[src/rtl/rec_player_if.sv]
// Bus bundle between the take player, the record memory read port and the
// sound engine. The player is the master: it drives the read strobe/address
// and the note fields, and receives read data and the note-finished pulse.
interface rec_player_if #(
    parameter int OCT_W  = 2,
    parameter int NOTE_W = 3,
    parameter int LEN_W  = 3,
    parameter int ADDR_W = 5
);
    // Record memory read port: data is valid the cycle after rd_en.
    logic                            rd_en;
    logic [ADDR_W-1:0]               rd_addr;
    logic [OCT_W+NOTE_W+LEN_W-1:0]   rd_data;

    // Sound engine handshake: snd_start pulse out, snd_over pulse back.
    logic                            snd_start;
    logic [OCT_W-1:0]                snd_octave;
    logic [NOTE_W-1:0]               snd_note;
    logic [LEN_W-1:0]                snd_length;
    logic                            snd_over;

    modport master (
        output rd_en,
        output rd_addr,
        input  rd_data,
        output snd_start,
        output snd_octave,
        output snd_note,
        output snd_length,
        input  snd_over
    );

    modport slave (
        input  rd_en,
        input  rd_addr,
        output rd_data,
        input  snd_start,
        input  snd_octave,
        input  snd_note,
        input  snd_length,
        output snd_over
    );
endinterface

[src/rtl/rec_player.sv]
// Take player: walks the record memory from address 0, hands every stored
// (octave, note, length) entry to the sound engine, waits for it to finish,
// idles for GAP_CYCLES and moves on. A zero length, or running off the last
// address, ends the take (or restarts it when loop is high).
//
// All outputs are forced to zero combinationally while en is low so the mode
// mux sees a silent player in the very cycle the mode changes. Event outputs
// (rd_en, snd_start, done) are also suppressed in a stop cycle, because stop
// wins over whatever transition would have produced them.
module rec_player #(
    parameter int OCT_W      = 2,
    parameter int NOTE_W     = 3,
    parameter int LEN_W      = 3,
    parameter int ADDR_W     = 5,
    parameter int GAP_CYCLES = 16
) (
    input  logic              clk,
    input  logic              rst_n,
    input  logic              en,
    input  logic              start,
    input  logic              stop,
    input  logic              loop,
    rec_player_if.master      bus,
    output logic [6:0]        note_led,
    output logic [ADDR_W-1:0] cur_idx,
    output logic              busy,
    output logic              done
);

    // Gap counter only has to hold GAP_CYCLES-1.
    localparam int CNT_W = (GAP_CYCLES > 1) ? $clog2(GAP_CYCLES) : 1;

    typedef enum logic [2:0] {
        S_IDLE,
        S_FETCH,
        S_LATCH,
        S_ISSUE,
        S_PLAY,
        S_GAP
    } state_t;

    state_t              state_q, state_d;
    logic [ADDR_W-1:0]   addr_q,  addr_d;
    logic [CNT_W-1:0]    cnt_q,   cnt_d;
    logic [OCT_W-1:0]    oct_q,   oct_d;
    logic [NOTE_W-1:0]   note_q,  note_d;
    logic [LEN_W-1:0]    len_q,   len_d;
    logic [ADDR_W-1:0]   idx_q,   idx_d;
    logic                done_d;

    // Fields of the entry arriving from the record memory.
    logic [OCT_W-1:0]    rd_oct;
    logic [NOTE_W-1:0]   rd_note;
    logic [LEN_W-1:0]    rd_len;

    assign {rd_oct, rd_note, rd_len} = bus.rd_data;

    // State and datapath registers.
    always_ff @(posedge clk or negedge rst_n) begin
        if (!rst_n) begin
            state_q <= S_IDLE;
            addr_q  <= '0;
            cnt_q   <= '0;
            oct_q   <= '0;
            note_q  <= '0;
            len_q   <= '0;
            idx_q   <= '0;
        end else begin
            state_q <= state_d;
            addr_q  <= addr_d;
            cnt_q   <= cnt_d;
            oct_q   <= oct_d;
            note_q  <= note_d;
            len_q   <= len_d;
            idx_q   <= idx_d;
        end
    end

    // Next-state logic: en low clears everything, stop returns to IDLE, then
    // the normal fetch/latch/issue/play/gap walk.
    always_comb begin
        state_d = state_q;
        addr_d  = addr_q;
        cnt_d   = cnt_q;
        oct_d   = oct_q;
        note_d  = note_q;
        len_d   = len_q;
        idx_d   = idx_q;
        done_d  = 1'b0;

        if (!en) begin
            state_d = S_IDLE;
            addr_d  = '0;
            cnt_d   = '0;
            oct_d   = '0;
            note_d  = '0;
            len_d   = '0;
            idx_d   = '0;
        end else if (stop) begin
            state_d = S_IDLE;
        end else begin
            case (state_q)
                S_IDLE: begin
                    if (start) begin
                        addr_d  = '0;
                        state_d = S_FETCH;
                    end
                end

                S_FETCH: begin
                    state_d = S_LATCH;
                end

                S_LATCH: begin
                    if (rd_len == '0) begin
                        // End-of-take marker.
                        if (loop) begin
                            addr_d  = '0;
                            state_d = S_FETCH;
                        end else begin
                            done_d  = 1'b1;
                            state_d = S_IDLE;
                        end
                    end else begin
                        oct_d   = rd_oct;
                        note_d  = rd_note;
                        len_d   = rd_len;
                        idx_d   = addr_q;
                        state_d = S_ISSUE;
                    end
                end

                S_ISSUE: begin
                    state_d = S_PLAY;
                end

                S_PLAY: begin
                    if (bus.snd_over) begin
                        cnt_d   = CNT_W'(GAP_CYCLES - 1);
                        state_d = S_GAP;
                    end
                end

                S_GAP: begin
                    if (cnt_q != '0) begin
                        cnt_d = cnt_q - CNT_W'(1);
                    end else if (&addr_q) begin
                        // Last address played: behaves exactly like an end
                        // marker so the address never wraps on its own.
                        if (loop) begin
                            addr_d  = '0;
                            state_d = S_FETCH;
                        end else begin
                            done_d  = 1'b1;
                            state_d = S_IDLE;
                        end
                    end else begin
                        addr_d  = addr_q + ADDR_W'(1);
                        state_d = S_FETCH;
                    end
                end

                default: begin
                    state_d = S_IDLE;
                end
            endcase
        end
    end

    // Memory and sound-engine side outputs, silenced while disabled.
    always_comb begin
        bus.rd_en      = en && !stop && (state_q == S_FETCH);
        bus.rd_addr    = en ? addr_q : '0;
        bus.snd_start  = en && !stop && (state_q == S_ISSUE);
        bus.snd_octave = en ? oct_q  : '0;
        bus.snd_note   = en ? note_q : '0;
        bus.snd_length = en ? len_q  : '0;
        cur_idx        = en ? idx_q  : '0;
        busy           = en && (state_q != S_IDLE);
        done           = done_d;
    end

    // One LED per note do..si; a rest (note 0) lights nothing.
    generate
        for (genvar gi = 0; gi < 7; gi++) begin : g_led
            assign note_led[gi] = en && (state_q == S_PLAY) &&
                                  (note_q == NOTE_W'(gi + 1));
        end
    endgenerate

endmodule

[src/flat_wrapper.sv]
// flat-port wrapper written by rule: the top's interface ports become plain ports
module rec_player_flat 
#(
    parameter int OCT_W      = 2,
    parameter int NOTE_W     = 3,
    parameter int LEN_W      = 3,
    parameter int ADDR_W     = 5,
    parameter int GAP_CYCLES = 16
)
  (clk, rst_n, en, start, stop, loop, note_led, cur_idx, busy, done, bus_rd_en, bus_rd_addr, bus_rd_data, bus_snd_start, bus_snd_octave, bus_snd_note, bus_snd_length, bus_snd_over);
  rec_player_if #(.OCT_W(OCT_W), .NOTE_W(NOTE_W), .LEN_W(LEN_W), .ADDR_W(ADDR_W)) bus_i ();
  input  logic clk;
  input  logic rst_n;
  input  logic en;
  input  logic start;
  input  logic stop;
  input  logic loop;
  output logic [6:0] note_led;
  output logic [ADDR_W-1:0] cur_idx;
  output logic busy;
  output logic done;
  output wire logic [$bits(bus_i.rd_en)-1:0] bus_rd_en;
  output wire logic [$bits(bus_i.rd_addr)-1:0] bus_rd_addr;
  input wire logic [$bits(bus_i.rd_data)-1:0] bus_rd_data;
  output wire logic [$bits(bus_i.snd_start)-1:0] bus_snd_start;
  output wire logic [$bits(bus_i.snd_octave)-1:0] bus_snd_octave;
  output wire logic [$bits(bus_i.snd_note)-1:0] bus_snd_note;
  output wire logic [$bits(bus_i.snd_length)-1:0] bus_snd_length;
  input wire logic [$bits(bus_i.snd_over)-1:0] bus_snd_over;
  assign bus_rd_en = bus_i.rd_en;
  assign bus_rd_addr = bus_i.rd_addr;
  assign bus_i.rd_data = bus_rd_data;
  assign bus_snd_start = bus_i.snd_start;
  assign bus_snd_octave = bus_i.snd_octave;
  assign bus_snd_note = bus_i.snd_note;
  assign bus_snd_length = bus_i.snd_length;
  assign bus_i.snd_over = bus_snd_over;
  rec_player #(.OCT_W(OCT_W), .NOTE_W(NOTE_W), .LEN_W(LEN_W), .ADDR_W(ADDR_W), .GAP_CYCLES(GAP_CYCLES)) u_core (.clk(clk), .rst_n(rst_n), .en(en), .start(start), .stop(stop), .loop(loop), .bus(bus_i), .note_led(note_led), .cur_idx(cur_idx), .busy(busy), .done(done));
endmodule
[config.mk]
export PLATFORM = sky130hd
export DESIGN_NAME = rec_player_flat
export DESIGN_NICKNAME = d
export VERILOG_FILES = /design/src/rtl/rec_player_if.sv /design/src/rtl/rec_player.sv /design/src/flat_wrapper.sv
export SDC_FILE = /design/constraint.sdc
export NUM_CORES = 1
export LEC_CHECK = 0
export ABC_AREA = 1
export BUFFER_PORTS_ARGS = -buffer_cell sky130_fd_sc_hd__buf_2
export CAP_MARGIN = 25
export CORE_ASPECT_RATIO = 0.75
export CORE_MARGIN = 8
export CORE_UTILIZATION = 40
export CTS_CLUSTER_SIZE = 14
export DETAILED_ROUTE_END_ITERATION = 8
export GPL_ROUTABILITY_DRIVEN = 0
export SYNTH_ARGS = -nofsm -noshare
export SYNTH_HDL_FRONTEND = slang
export SYNTH_SLANG_ARGS = --single-unit
[constraint.sdc]
create_clock -name clk -period 5.4 [get_ports clk]
set_input_delay 1.35 -clock clk [delete_from_list [all_inputs] [get_ports clk]]
set_output_delay 1.35 -clock clk [all_outputs]
set_load 0.1 [all_outputs]
==> flow_summary.json <==
{
  "synth_seq_area_share_pct": 35.9,
  "cp.required_ps": 4050,
  "peakVddDrop_uv": 113,
  "yosysUniqueCellTypes": 28,
  "rsz0062_at_grt": "no",
  "gr-total-overflow": 0,
  "rows": 20,
  "cts_setup_buffers": 0,
  "cts_buffers": 3,
  "start_util_pct": 42.4,
  "final.period_utilization_pct": 83.5,
  "slew_violations": 0,
  "crit_arrival_ps": 3160,
  "fillers": 436,
  "nets": 326,
  "synth_seq_cells": 25,
  "slowest_delay_ps": 480,
  "async_reset_ff_share_pct": 100,
  "routedWlPerCell_um": 12.7,
  "pre_cts_slack_ps": 910,
  "num_io_pins": 44,
  "tritoncts": "done",
  "hold_depth": 2,
  "dieHeight_um": 73.1,
  "routed_wl_mm": 4.58,
  "ant_nets": 0,
  "dpl.cell_count": 357,
  "fin_cells": 361,
  "ys_warn_count": 0,
  "grt_usage_pct": 14.3,
  "critical_path.top_delay_family": "buffers and inverters",
  "clock_latency_ps": 280,
  "die-area_um2": 6740,
  "setup_viol": 0,
  "antenna_found_initial": 0,
  "drt_pass1_iterations": 4,
  "synth_ff_type": "dfrtp_1",
  "clock_sinks": 25,
  "final.setup.tns_ps": 0,
  "cp_cell_sequence": "buf_2, inv_1, nor2_1, buf_4, inv_1, nor3_1, buf_2",
  "timing.final.hold_violations": 0,
  "ff2ff_setup_slack_ps": 3580,
  "setup.worst_path.start_class": "input pin",
  "power_per_cell_area_nw_per_um2": 183,
  "synth_edf_count": 0,
  "grt_pass1_wl_mm": 7.87,
  "syn_nets": 284,
  "layout-drive-gt1-share_pct": 21.6,
  "areaGrowthSynthToFinish_pct": 17.8,
  "ff2ff_path_depth": 10,
  "hold_end": "u_core.cnt_q[0]",
  "grt_max_degree": 33,
  "insertedDiodeCount": 0,
  "syn_area_um2": 1740,
  "outcome": "finished clean",
  "die_w_um": 92.2,
  "cts.path.max_buffers": 2,
  "fin_ws_ps": 892,
  "viasPerCell": 4.88,
  "drc_errors": 0,
  "fmax_mhz": 222,
  "endpoint_kind": "output port",
  "r2r_start": "u_core.addr_q[0]",
  "synthCells": 265,
  "dpl.hpwl_mm": 3.48,
  "first_global_vias": 1649,
  "fin_worst_skew_ps": 4.52,
  "vias": 1761,
  "timing.rr.end": "u_core.addr_q[0]",
  "htreeDepth": 1,
  "maxSlewHeadroom_pct": 61.6,
  "hold_buffers": 0,
  "drt_iter0_drc": 62,
  "path_clk_slew_ps": 90,
  "path_max_fanout": 32,
  "period_needed_ps": 4510,
  "cp.buffers_inverters": 5,
  "numPortBuffers": 43,
  "path_class": "input pin to output port",
  "crit_slowest_cell": "buf_2",
  "ctsResizeCount": 0,
  "hold_start": "u_core.cnt_q[0]",
  "cts-root-buf": "clkbuf_8",
  "worst_pin_slew_ps": 576,
  "hp-class": "flop to flop",
  "max_cap_viol_count": 0,
  "core_area_um2": 4100,
  "p_leak_nw": 1.22,
  "syn_avg_cell_area_um2": 6.57
}
==> power by group <==
part           internal [mW]  switching [mW]  leakage [nW]  total (mW)
Clock                 0.0525          0.0646        0.0217       0.117
Sequential             0.192         0.00527         0.343       0.197
Combinational         0.0160          0.0441         0.856      0.0601
==> worst register-to-register path, cell delays in order, from the launching register on <==
cell     delay [ps]
dfrtp_1         490
ha_1            220
nand2_1          70
nor2_1          100
ha_1            300
inv_1           110
nand2_1          70
nand3_1          80
a21oi_1         170
nand2_1          80
nand2_1          80
==> metal layers <==
metal | vias up | GRT usage, % | routed length (um)
met5 | - | 0 | 0
met4 | 0 | 3.74 | 35
li1 | 915 | - | -
met3 | 4 | 4.62 | 326
met2 | 39 | 20.7 | 1830
met1 | 803 | 19.6 | 2390
==> logic make-up after synthesis <==
logic type      share of synthesized area, %
simple gates                            40.2
buf+inv                                 11.2
compound gates                          9.27
flops                                   35.9
fa+ha+maj                               2.88
xor+xnor                               0.503
==> synthesized netlist by cell type (2+ instances only) <==
master	number	area [um^2]
a21oi_1	8	40.0
buf_2	3	15.0
clkbuf_1	2	7.51
dfrtp_1	25	626
ha_1	4	50.1
inv_1	38	143
inv_2	4	15.0
nand2_1	97	364
nand3_1	28	140
nand4_1	3	18.8
nor2_1	14	52.6
nor2_2	2	12.5
nor3_1	8	40.0
o211ai_1	2	15.0
o21ai_0	9	45.0
o21ai_1	2	10.0
o21ai_2	5	43.8
==> layout make-up <==
class                      instances  area [um^2]  share of cell area, %
multi-input combinational        191          926                   45.2
tap                               55         68.8                   3.36
inverter                          42          158                   7.69
sequential                        25          626                   30.5
clock inverter                     1         7.51                  0.366
clock buffer                       3         41.3                   2.01
timing repair buffer              44          223                   10.9
==> per-stage QoR <==
| step | hold WS [ps] | total power, mW | util, % | cell area, um^2 |
|---|---|---|---|---|
| CTS | 517 | 0.379 | 49.9 | 2050 |
| global route | 545 | 0.394 | 49.9 | 2050 |
| floorplan | 471 | 0.241 | - | 1750 |
| finish | 517 | 0.374 | 49.9 | 2050 |
| global placement | 490 | 0.261 | 48.8 | 2000 |
| detailed placement | 492 | 0.260 | 48.8 | 2000 |
==> how the worst max path moves through the flow <==
stage,startpoint,endpoint,slack [ps],cells after the start
2_1_floorplan,en,note_led[4],160,4
3_3_place_gp,en,bus_snd_start,980,7
3_5_place_dp,en,bus_snd_start,910,7
4_1_cts,en,bus_snd_start,900,7
5_1_grt,en,bus_snd_start,630,7
6_report,en,bus_snd_start,890,7
==> layout by cell type (no fill, tap or decap) <==
cell and count:
o21ai_2 5, clkbuf_8 3, o21ai_0 9, nor2_4 1, nand2_2 1, o21ai_1 2, nand3_2 1, clkinvlp_4 1
o211ai_1 2, nand3_1 28, nor2_8 1, nor2_2 2, buf_2 43, nor2_1 14, nand2_4 1, o21a_1 1
nand4_1 3, a21oi_1 8, buf_4 1, nor4_2 1, or2_2 1, nor3_1 8, ha_1 4, dfrtp_1 25
inv_2 4, xnor2_1 1, inv_1 38, nand2_1 97
==> sequential cells by signal, summed over array words and instances (netlist names) <==
name	count
u_core.addr_q	5
u_core.idx_q	5
u_core.cnt_q	4
u_core.len_q	3
u_core.note_q	3
u_core.state_q	3
u_core.oct_q	2
No activity file was read; power rests on OpenSTA's default activity.
